[config.mk]
export PLATFORM = sky130hd
export DESIGN_NAME = udp_axis_emitter
export DESIGN_NICKNAME = d
export VERILOG_FILES = /design/src/rtl/udp_pkg.sv /design/src/rtl/udp_beat_mux.sv /design/src/rtl/udp_axis_emitter.sv
export SDC_FILE = /design/constraint.sdc
export NUM_CORES = 2
export LEC_CHECK = 0
export ABC_AREA = 0
export CORE_AREA = 5 5 234 281
export CTS_CLUSTER_SIZE = 25
export DETAILED_ROUTE_END_ITERATION = 10
export DIE_AREA = 0 0 239 286
export DONT_BUFFER_PORTS = 1
export GPL_TIMING_DRIVEN = 0
export PLACE_DENSITY_LB_ADDON = 0.25
export SLEW_MARGIN = 20
export SYNTH_ARGS = -nofsm -noshare
export SYNTH_HDL_FRONTEND = slang
export SYNTH_SLANG_ARGS = --single-unit
[constraint.sdc]
create_clock -name clock -period 3.6 [get_ports clock]
set_input_delay 0.72 -clock clock [delete_from_list [all_inputs] [get_ports clock]]
set_output_delay 0.72 -clock clock [all_outputs]
set_load 0.1 [all_outputs]
[src/rtl/udp_pkg.sv]
// ---------------------------------------------------------------------------
// udp_pkg
// Shared types and helpers for the UDP AXI-Stream emitter.
//   state_t       : emitter FSM states (IDLE, HDR0, HDR1, PAY)
//   udp_head_t    : UDP header fields as carried by the parsed record
//   UDP_HDR_BYTES : size of the UDP header in bytes
//   keep_from_rem : tkeep pattern for the final payload beat, given len%4
// ---------------------------------------------------------------------------
package udp_pkg;

   typedef enum logic [1:0] {
      IDLE = 2'd0,
      HDR0 = 2'd1,
      HDR1 = 2'd2,
      PAY  = 2'd3
   } state_t;

   typedef struct packed {
      logic [15:0] src_port;
      logic [15:0] dst_port;
      logic [15:0] length;
      logic [15:0] checksum;
   } udp_head_t;

   localparam int UDP_HDR_BYTES = 8;

   // A remainder of 0 means the last beat is full.
   function automatic logic [3:0] keep_from_rem(input logic [1:0] rem);
      logic [3:0] keep;
      case (rem)
         2'd1:    keep = 4'h1;
         2'd2:    keep = 4'h3;
         2'd3:    keep = 4'h7;
         default: keep = 4'hF;
      endcase
      return keep;
   endfunction

endpackage

[src/rtl/udp_beat_mux.sv]
// ---------------------------------------------------------------------------
// udp_beat_mux
// Combinational payload beat selection. For a beat index and an effective
// payload length it returns the 32-bit lane (bytes 4k..4k+3, byte 4k in
// [7:0]), its tkeep, and whether this is the final payload beat. Lanes whose
// keep bit is 0 are forced to zero.
// Ports:
//   data     : registered payload, byte i = bits [8i+7:8i]
//   eff_len  : effective payload length in bytes (1..PAYLOAD_BYTES when used)
//   beat_idx : payload beat index
//   lane     : selected, masked 32-bit beat data
//   keep     : byte enables for the beat
//   last     : beat is the final payload beat
// ---------------------------------------------------------------------------
module udp_beat_mux
   import udp_pkg::*;
#(
   parameter int PAYLOAD_BYTES = 64,
   parameter int BEAT_W        = 5,
   parameter int LEN_W         = 7
) (
   input  logic [PAYLOAD_BYTES*8-1:0] data,
   input  logic [LEN_W-1:0]           eff_len,
   input  logic [BEAT_W-1:0]          beat_idx,
   output logic [31:0]                lane,
   output logic [3:0]                 keep,
   output logic                       last
);

   localparam int BEATS = PAYLOAD_BYTES / 4;

   logic [31:0]      raw_lane;
   logic [LEN_W-1:0] last_idx;
   logic [LEN_W-1:0] idx_ext;

   // Index of the final beat is (eff_len-1)/4; eff_len==0 never reaches here.
   assign last_idx = (eff_len - LEN_W'(1)) >> 2;
   assign idx_ext  = LEN_W'(beat_idx);
   assign last     = (idx_ext == last_idx);
   assign keep     = last ? keep_from_rem(eff_len[1:0]) : 4'hF;

   always_comb begin
      raw_lane = '0;
      for (int b = 0; b < BEATS; b++) begin
         if (beat_idx == BEAT_W'(b)) begin
            raw_lane = data[b*32 +: 32];
         end
      end
   end

   always_comb begin
      lane = '0;
      for (int i = 0; i < 4; i++) begin
         lane[i*8 +: 8] = keep[i] ? raw_lane[i*8 +: 8] : 8'h00;
      end
   end

endmodule

[src/rtl/udp_axis_emitter.sv]
// ---------------------------------------------------------------------------
// udp_axis_emitter
// Takes one parsed UDP record per handshake and re-serialises it onto a
// 32-bit AXI-Stream master: two header beats ({dst,src}, {checksum,length})
// followed by ceil(eff_len/4) payload beats. eff_len = min(len, PAYLOAD_BYTES);
// an oversize record is truncated and flagged with tuser on its tlast beat.
//
// Handshakes: a transfer happens on a rising clock edge where valid && ready
// are both high. io_in_ready is high only in IDLE. io_axis_tvalid, once high,
// stays high and all beat fields stay stable until the sink accepts it; the
// sink's tready is ignored while tvalid is low.
//
// All AXIS outputs are registered; the next beat is computed from the next
// FSM state and loaded only on a handshake, so tready never reaches tdata
// combinationally.
//
// Optional build macro UDP_EMIT_LEN_CHECK_EN: when defined, the UDP length
// field is compared against len+8 (modulo 2^16) and a mismatch also raises
// tuser on the tlast beat; the frame itself is unchanged.
//
// Ports:
//   clock, reset (async, active-low)
//   io_in_*      : record input (valid/ready, payload, length, UDP header)
//   io_axis_*    : AXI-Stream master (tvalid/tready, tdata, tkeep, tlast,
//                  tuser = frame error on the tlast beat)
// ---------------------------------------------------------------------------
module udp_axis_emitter
   import udp_pkg::*;
#(
   parameter int PAYLOAD_BYTES = 64,
   parameter int TDATA_W       = 32
) (
   input  logic                       clock,
   input  logic                       reset,
   input  logic                       io_in_valid,
   output logic                       io_in_ready,
   input  logic [PAYLOAD_BYTES*8-1:0] io_in_bits_data,
   input  logic [15:0]                io_in_bits_len,
   input  logic [15:0]                io_in_bits_udp_head_src_port,
   input  logic [15:0]                io_in_bits_udp_head_dst_port,
   input  logic [15:0]                io_in_bits_udp_head_length,
   input  logic [15:0]                io_in_bits_udp_head_checksum,
   output logic                       io_axis_tvalid,
   input  logic                       io_axis_tready,
   output logic [TDATA_W-1:0]         io_axis_tdata,
   output logic [3:0]                 io_axis_tkeep,
   output logic                       io_axis_tlast,
   output logic                       io_axis_tuser
);

   localparam int BEATS  = PAYLOAD_BYTES / 4;
   localparam int BEAT_W = $clog2(BEATS) + 1;
   localparam int LEN_W  = $clog2(PAYLOAD_BYTES + 1);

   if (TDATA_W != 32) begin : g_bad_tdata_w
      $error("udp_axis_emitter: only TDATA_W=32 is supported");
   end
   if ((PAYLOAD_BYTES % 4) != 0) begin : g_bad_payload_bytes
      $error("udp_axis_emitter: PAYLOAD_BYTES must be a multiple of 4");
   end

   // ------------------------------------------------------------------
   // Record capture
   // ------------------------------------------------------------------
   udp_head_t                  in_head;
   logic                       hs_in;
   logic                       hs_out;
   logic [LEN_W-1:0]           eff_len_d;
   logic                       oversize_d;
   logic                       len_err_d;

   logic [PAYLOAD_BYTES*8-1:0] data_q;
   logic [LEN_W-1:0]           eff_len_q;
   logic [15:0]                length_q;
   logic [15:0]                csum_q;
   logic                       oversize_q;
   logic                       len_err_q;

   assign in_head.src_port = io_in_bits_udp_head_src_port;
   assign in_head.dst_port = io_in_bits_udp_head_dst_port;
   assign in_head.length   = io_in_bits_udp_head_length;
   assign in_head.checksum = io_in_bits_udp_head_checksum;

   logic in_ready_q;
   logic tvalid_q;

   assign hs_in  = io_in_valid && in_ready_q;
   assign hs_out = tvalid_q && io_axis_tready;

   assign oversize_d = (io_in_bits_len > 16'(PAYLOAD_BYTES));
   assign eff_len_d  = oversize_d ? LEN_W'(PAYLOAD_BYTES)
                                  : io_in_bits_len[LEN_W-1:0];

`ifdef UDP_EMIT_LEN_CHECK_EN
   assign len_err_d = (in_head.length != (io_in_bits_len + 16'(UDP_HDR_BYTES)));
`else
   assign len_err_d = 1'b0;
`endif

   // src/dst go straight into the HDR0 beat register; only the fields
   // needed later are kept here.
   always_ff @(posedge clock or negedge reset) begin
      if (!reset) begin
         data_q     <= '0;
         eff_len_q  <= '0;
         length_q   <= '0;
         csum_q     <= '0;
         oversize_q <= 1'b0;
         len_err_q  <= 1'b0;
      end else if (hs_in) begin
         data_q     <= io_in_bits_data;
         eff_len_q  <= eff_len_d;
         length_q   <= in_head.length;
         csum_q     <= in_head.checksum;
         oversize_q <= oversize_d;
         len_err_q  <= len_err_d;
      end
   end

   // ------------------------------------------------------------------
   // FSM: state register / next-state / registered-output next values
   // ------------------------------------------------------------------
   state_t            state_q;
   state_t            state_d;
   logic [BEAT_W-1:0] beat_q;
   logic [BEAT_W-1:0] beat_d;

   logic [31:0]       tdata_q;
   logic [31:0]       tdata_d;
   logic [3:0]        tkeep_q;
   logic [3:0]        tkeep_d;
   logic              tlast_q;
   logic              tlast_d;
   logic              tuser_q;
   logic              tuser_d;
   logic              tvalid_d;
   logic              in_ready_d;

   logic [31:0]       mux_lane;
   logic [3:0]        mux_keep;
   logic              mux_last;
   logic              frame_err;

   assign frame_err = oversize_q | len_err_q;

   always_ff @(posedge clock or negedge reset) begin
      if (!reset) begin
         state_q    <= IDLE;
         beat_q     <= '0;
         in_ready_q <= 1'b0;
         tvalid_q   <= 1'b0;
         tdata_q    <= '0;
         tkeep_q    <= '0;
         tlast_q    <= 1'b0;
         tuser_q    <= 1'b0;
      end else begin
         state_q    <= state_d;
         beat_q     <= beat_d;
         in_ready_q <= in_ready_d;
         tvalid_q   <= tvalid_d;
         tdata_q    <= tdata_d;
         tkeep_q    <= tkeep_d;
         tlast_q    <= tlast_d;
         tuser_q    <= tuser_d;
      end
   end

   // tlast_q marks the final beat of the frame in both HDR1 and PAY.
   always_comb begin
      state_d = state_q;
      beat_d  = beat_q;
      case (state_q)
         IDLE: begin
            if (hs_in) state_d = HDR0;
         end
         HDR0: begin
            if (hs_out) state_d = HDR1;
         end
         HDR1: begin
            if (hs_out) begin
               state_d = tlast_q ? IDLE : PAY;
               beat_d  = '0;
            end
         end
         PAY: begin
            if (hs_out) begin
               if (tlast_q) begin
                  state_d = IDLE;
                  beat_d  = '0;
               end else begin
                  beat_d  = beat_q + BEAT_W'(1);
               end
            end
         end
         default: begin
            state_d = IDLE;
            beat_d  = '0;
         end
      endcase
   end

   udp_beat_mux #(
      .PAYLOAD_BYTES (PAYLOAD_BYTES),
      .BEAT_W        (BEAT_W),
      .LEN_W         (LEN_W)
   ) u_beat_mux (
      .data     (data_q),
      .eff_len  (eff_len_q),
      .beat_idx (beat_d),
      .lane     (mux_lane),
      .keep     (mux_keep),
      .last     (mux_last)
   );

   // Beat registers change only on an accepted transfer, which keeps them
   // stable through sink stalls.
   always_comb begin
      tvalid_d   = tvalid_q;
      tdata_d    = tdata_q;
      tkeep_d    = tkeep_q;
      tlast_d    = tlast_q;
      tuser_d    = tuser_q;
      in_ready_d = (state_d == IDLE);
      if (hs_in || hs_out) begin
         case (state_d)
            HDR0: begin
               tvalid_d = 1'b1;
               tdata_d  = {in_head.dst_port, in_head.src_port};
               tkeep_d  = 4'hF;
               tlast_d  = 1'b0;
               tuser_d  = 1'b0;
            end
            HDR1: begin
               tvalid_d = 1'b1;
               tdata_d  = {csum_q, length_q};
               tkeep_d  = 4'hF;
               tlast_d  = (eff_len_q == '0);
               tuser_d  = (eff_len_q == '0) && frame_err;
            end
            PAY: begin
               tvalid_d = 1'b1;
               tdata_d  = mux_lane;
               tkeep_d  = mux_keep;
               tlast_d  = mux_last;
               tuser_d  = mux_last && frame_err;
            end
            default: begin
               tvalid_d = 1'b0;
               tdata_d  = '0;
               tkeep_d  = '0;
               tlast_d  = 1'b0;
               tuser_d  = 1'b0;
            end
         endcase
      end
   end

   assign io_in_ready    = in_ready_q;
   assign io_axis_tvalid = tvalid_q;
   assign io_axis_tdata  = tdata_q;
   assign io_axis_tkeep  = tkeep_q;
   assign io_axis_tlast  = tlast_q;
   assign io_axis_tuser  = tuser_q;

endmodule

==> impl_metrics.tcl <==
set metrics [dict create \
    drive_gt1_frac 0.125 \
    rows 101 \
    die_width_um 239 \
    netlist.area_leader.share 0.538 \
    ys_seq_area_frac 0.538 \
    synthCells 3373 \
    finalCriticalPeriod_ns 3.95 \
    vias_per_cell 6.08 \
    worst_pin_slew_ns 3.96 \
    grt_pass1_vias 26000 \
    synth_seq_cells 598 \
    fin_crit_sh 1.10 \
    final_core_util 0.531 \
    finalWorstSetupSlack_ns -0.353 \
    grtUsageTotal 0.395 \
    cp_max_fo 7 \
    grt_first_pass_wirelength_um 192000 \
    cts_tree "done" \
    switching_power_mw 16.3 \
    nets 4133 \
    swShare 0.460 \
    status "finished with violations" \
    syn_to_final_growth_pct 19.9 \
    htreeDepth 3 \
    ys_top_cells_by_area "dfrtp_1 54%, nand2_1 24%, clkbuf_1 2.0%" \
    synthDistinctLibCells 81 \
    clk_pin_slew_ns 0.06 \
    arrival_ns 4.44 \
    yosysTopAreaCell "dfrtp_1" \
    worst-setup-path-type "flop to flop" \
    drt_pass1_iterations 10 \
    violations "negative hold slack, max-slew violations, negative setup slack" \
    start_kind "flop" \
    ys_warn_count 0 \
    cts.sinks 598 \
    crit_path_end_kind "flop" \
    die_area_um2 68400 \
    setup_violations 21 \
    timing.hold.ws_ns -0.185 \
    detail_route.iter0.violations 3625 \
    slew_violations 479 \
    grt_max_degree 599 \
    async_flop_share 1.00 \
    slew_headroom -1.64 \
    p_int_mw 19.1 \
    initial_core_util 0.443 \
    leakage_nw 16.5 \
    antenna_found_initial 53 \
    stdcell_count 4448 \
    die_y_um 286 \
    r2r_slack_ns -0.35 \
    cts_buffers 67 \
    postRouteAntennaNets 0 \
    drc 0 \
    pre_cts_ws_ns -2.08 \
    io_buffers 0 \
    routabilityCongestion 1.03 \
    power_per_cell_area_nw_per_um2 1060 \
    fmax_ghz 0.253 \
    dp_cells 4197 \
    routed_wl_um 142000 \
    hold_path_class "primary input to asynchronous set/reset pin" \
    grt-ovfl-total 0 \
    synth_ff_type "dfrtp_1" \
    syn_nets 3978 \
    vdd_drop_max_uv 513 \
    cts.root.buffer_cell "clkbuf_16" \
    clkPwrFrac 0.209 \
    place_hpwl_um 108000 \
    vias 27000 \
    rsz0062_at_grt "true" \
    power_frac_seq 0.386 \
    clk_path_buf_depth 3 \
    worstSkewPairLatency_ns 0.62 \
    hold_viol 46 \
    cp_data_required_time_ns 4.09 \
    core_um2 62800 \
    pin_count 636 \
    finalPower_mw 35.4 \
    syn_area_um2 27800 \
    maxCapViolations 0 \
    power.share.combinational 0.405 \
    fin_worst_skew_ns 0.0224 \
    synth_edf_count 0 \
    wl_per_cell_um 31.9 \
    syn_area_per_cell_um2 8.25 \
]
[path summary, 6_finish.rpt]
path,start,end,cells past startpoint
max,io_axis_tkeep[0],io_axis_tdata[6],12
min,reset,csum_q[1],0
max reg2reg,io_axis_tkeep[0],io_axis_tdata[6],12
min reg2reg,data_q[32],data_q[32],2
max in group asynchronous,reset,beat_q[1],0
min in group clock,io_in_bits_data[229],data_q[229],2
[area by class of cell]
class | instances | area [µm²]
timing repair buffer | 91 | 718
clock inverter | 25 | 355
multi-input combinational | 2540 | 12900
tap | 824 | 1030
antenna | 45 | 113
sequential | 598 | 15000
fill | 5948 | 29400
inverter | 15 | 58.8
buffer | 215 | 1230
clock buffer | 95 | 1970
[flip-flops by register name, indices dropped and copies added (netlist names)]
name and flops:
io_axis_tkeep 4, io_in_ready 1, io_axis_tlast 1, beat_q 5, state_q 2, csum_q 16
io_axis_tuser 1, eff_len_q 7, data_q 512, oversize_q 1, length_q 16, io_axis_tdata 32
[Yosys cell counts (all sizes together) (8+ instances only)]
cell    number
o221ai      14
a211oi      25
dfrtp      598
nor2        82
o211ai      26
o22ai       29
a31oi       13
nor3        35
nor4         8
ha           9
mux2i       26
a22oi       64
a22o        18
o21ai       98
buf         71
a221oi      27
nand3       26
clkbuf     149
a21oi       89
xnor2        8
nand2     1785
a221o       20
inv         15
a222oi      20
[power groups by stage]
| stage | registers [mW] | logic [mW] | clock network, mW |
|---|---|---|---|
| floorplan | 12.1 | 7.14 | 0 |
| global placement | 13.5 | 11.4 | 0 |
| detailed placement | 13.5 | 11.6 | 0 |
| CTS | 13.5 | 13.0 | 7.42 |
| global route | 13.8 | 15.0 | 7.68 |
| finish | 13.6 | 14.3 | 7.39 |
[kinds of logic after synthesis]
group,share of synthesized area
AO/OA/AOI/OAI,0.130
buffers and inverters,0.0352
flip-flops,0.538
XOR/XNOR,0.00333
multiplexers,0.0139
AND/OR/NAND/NOR,0.276
adder cells (fa/ha/maj),0.00405
[layout by cell type, fill, tap and decap left out, types with 24 or more instances in the layout]
cell type and n:
o211ai_1 26, buf_6 26, o21ai_0 77, diode_2 45, a22oi_1 59, mux2i_1 24
dfrtp_1 594, clkbuf_1 122, o22ai_1 28, a21oi_1 68, nor2_1 75, clkbuf_16 68
nand2_1 1769, nor3_1 27, buf_4 104
[critical path: stages (launching register included)]
cell,delay (ns)
dfrtp_4,0.65
buf_6,0.21
and3_1,0.18
buf_6,0.14
mux2i_4,0.21
buf_12,0.16
clkbuf_4,0.19
o21ai_1,0.12
o21ai_2,0.11
a221o_1,0.41
a222oi_1,0.82
o22ai_1,0.28
a221o_1,0.35
[routing by layer]
layer / wire length, µm / vias up / track usage
met5: 74 / - / 0
met4: 11000 / 10 / 0.245
met3: 16100 / 499 / 0.124
met2: 66300 / 1803 / 0.638
met1: 48500 / 13200 / 0.458
li1: - / 11600 / -
[timing repair]
| item | 4_1_cts | 5_1_grt |
|---|---|---|
| resized for setup | 242 | 119 |
| endpoints found under the hold margin | 598 | 375 |
| pin swaps | 49 | 46 |
| cloned | 2 | 0 |
| setup buffers | 55 | 34 |
| endpoints found under the setup margin | 209 | 31 |
[metrics by stage]
step | TNS (ns) | area (µm²) | hold slack (ns)
floorplan | 0 | 27800 | 0.424
global placement | -88.20 | 28900 | 0.454
detailed placement | -83.52 | 28900 | 0.458
CTS | -0.330 | 32500 | -0.187
global route | -1.97 | 33300 | -0.203
finish | -1.53 | 33400 | -0.185
No activity file was read; power rests on OpenSTA's default activity.
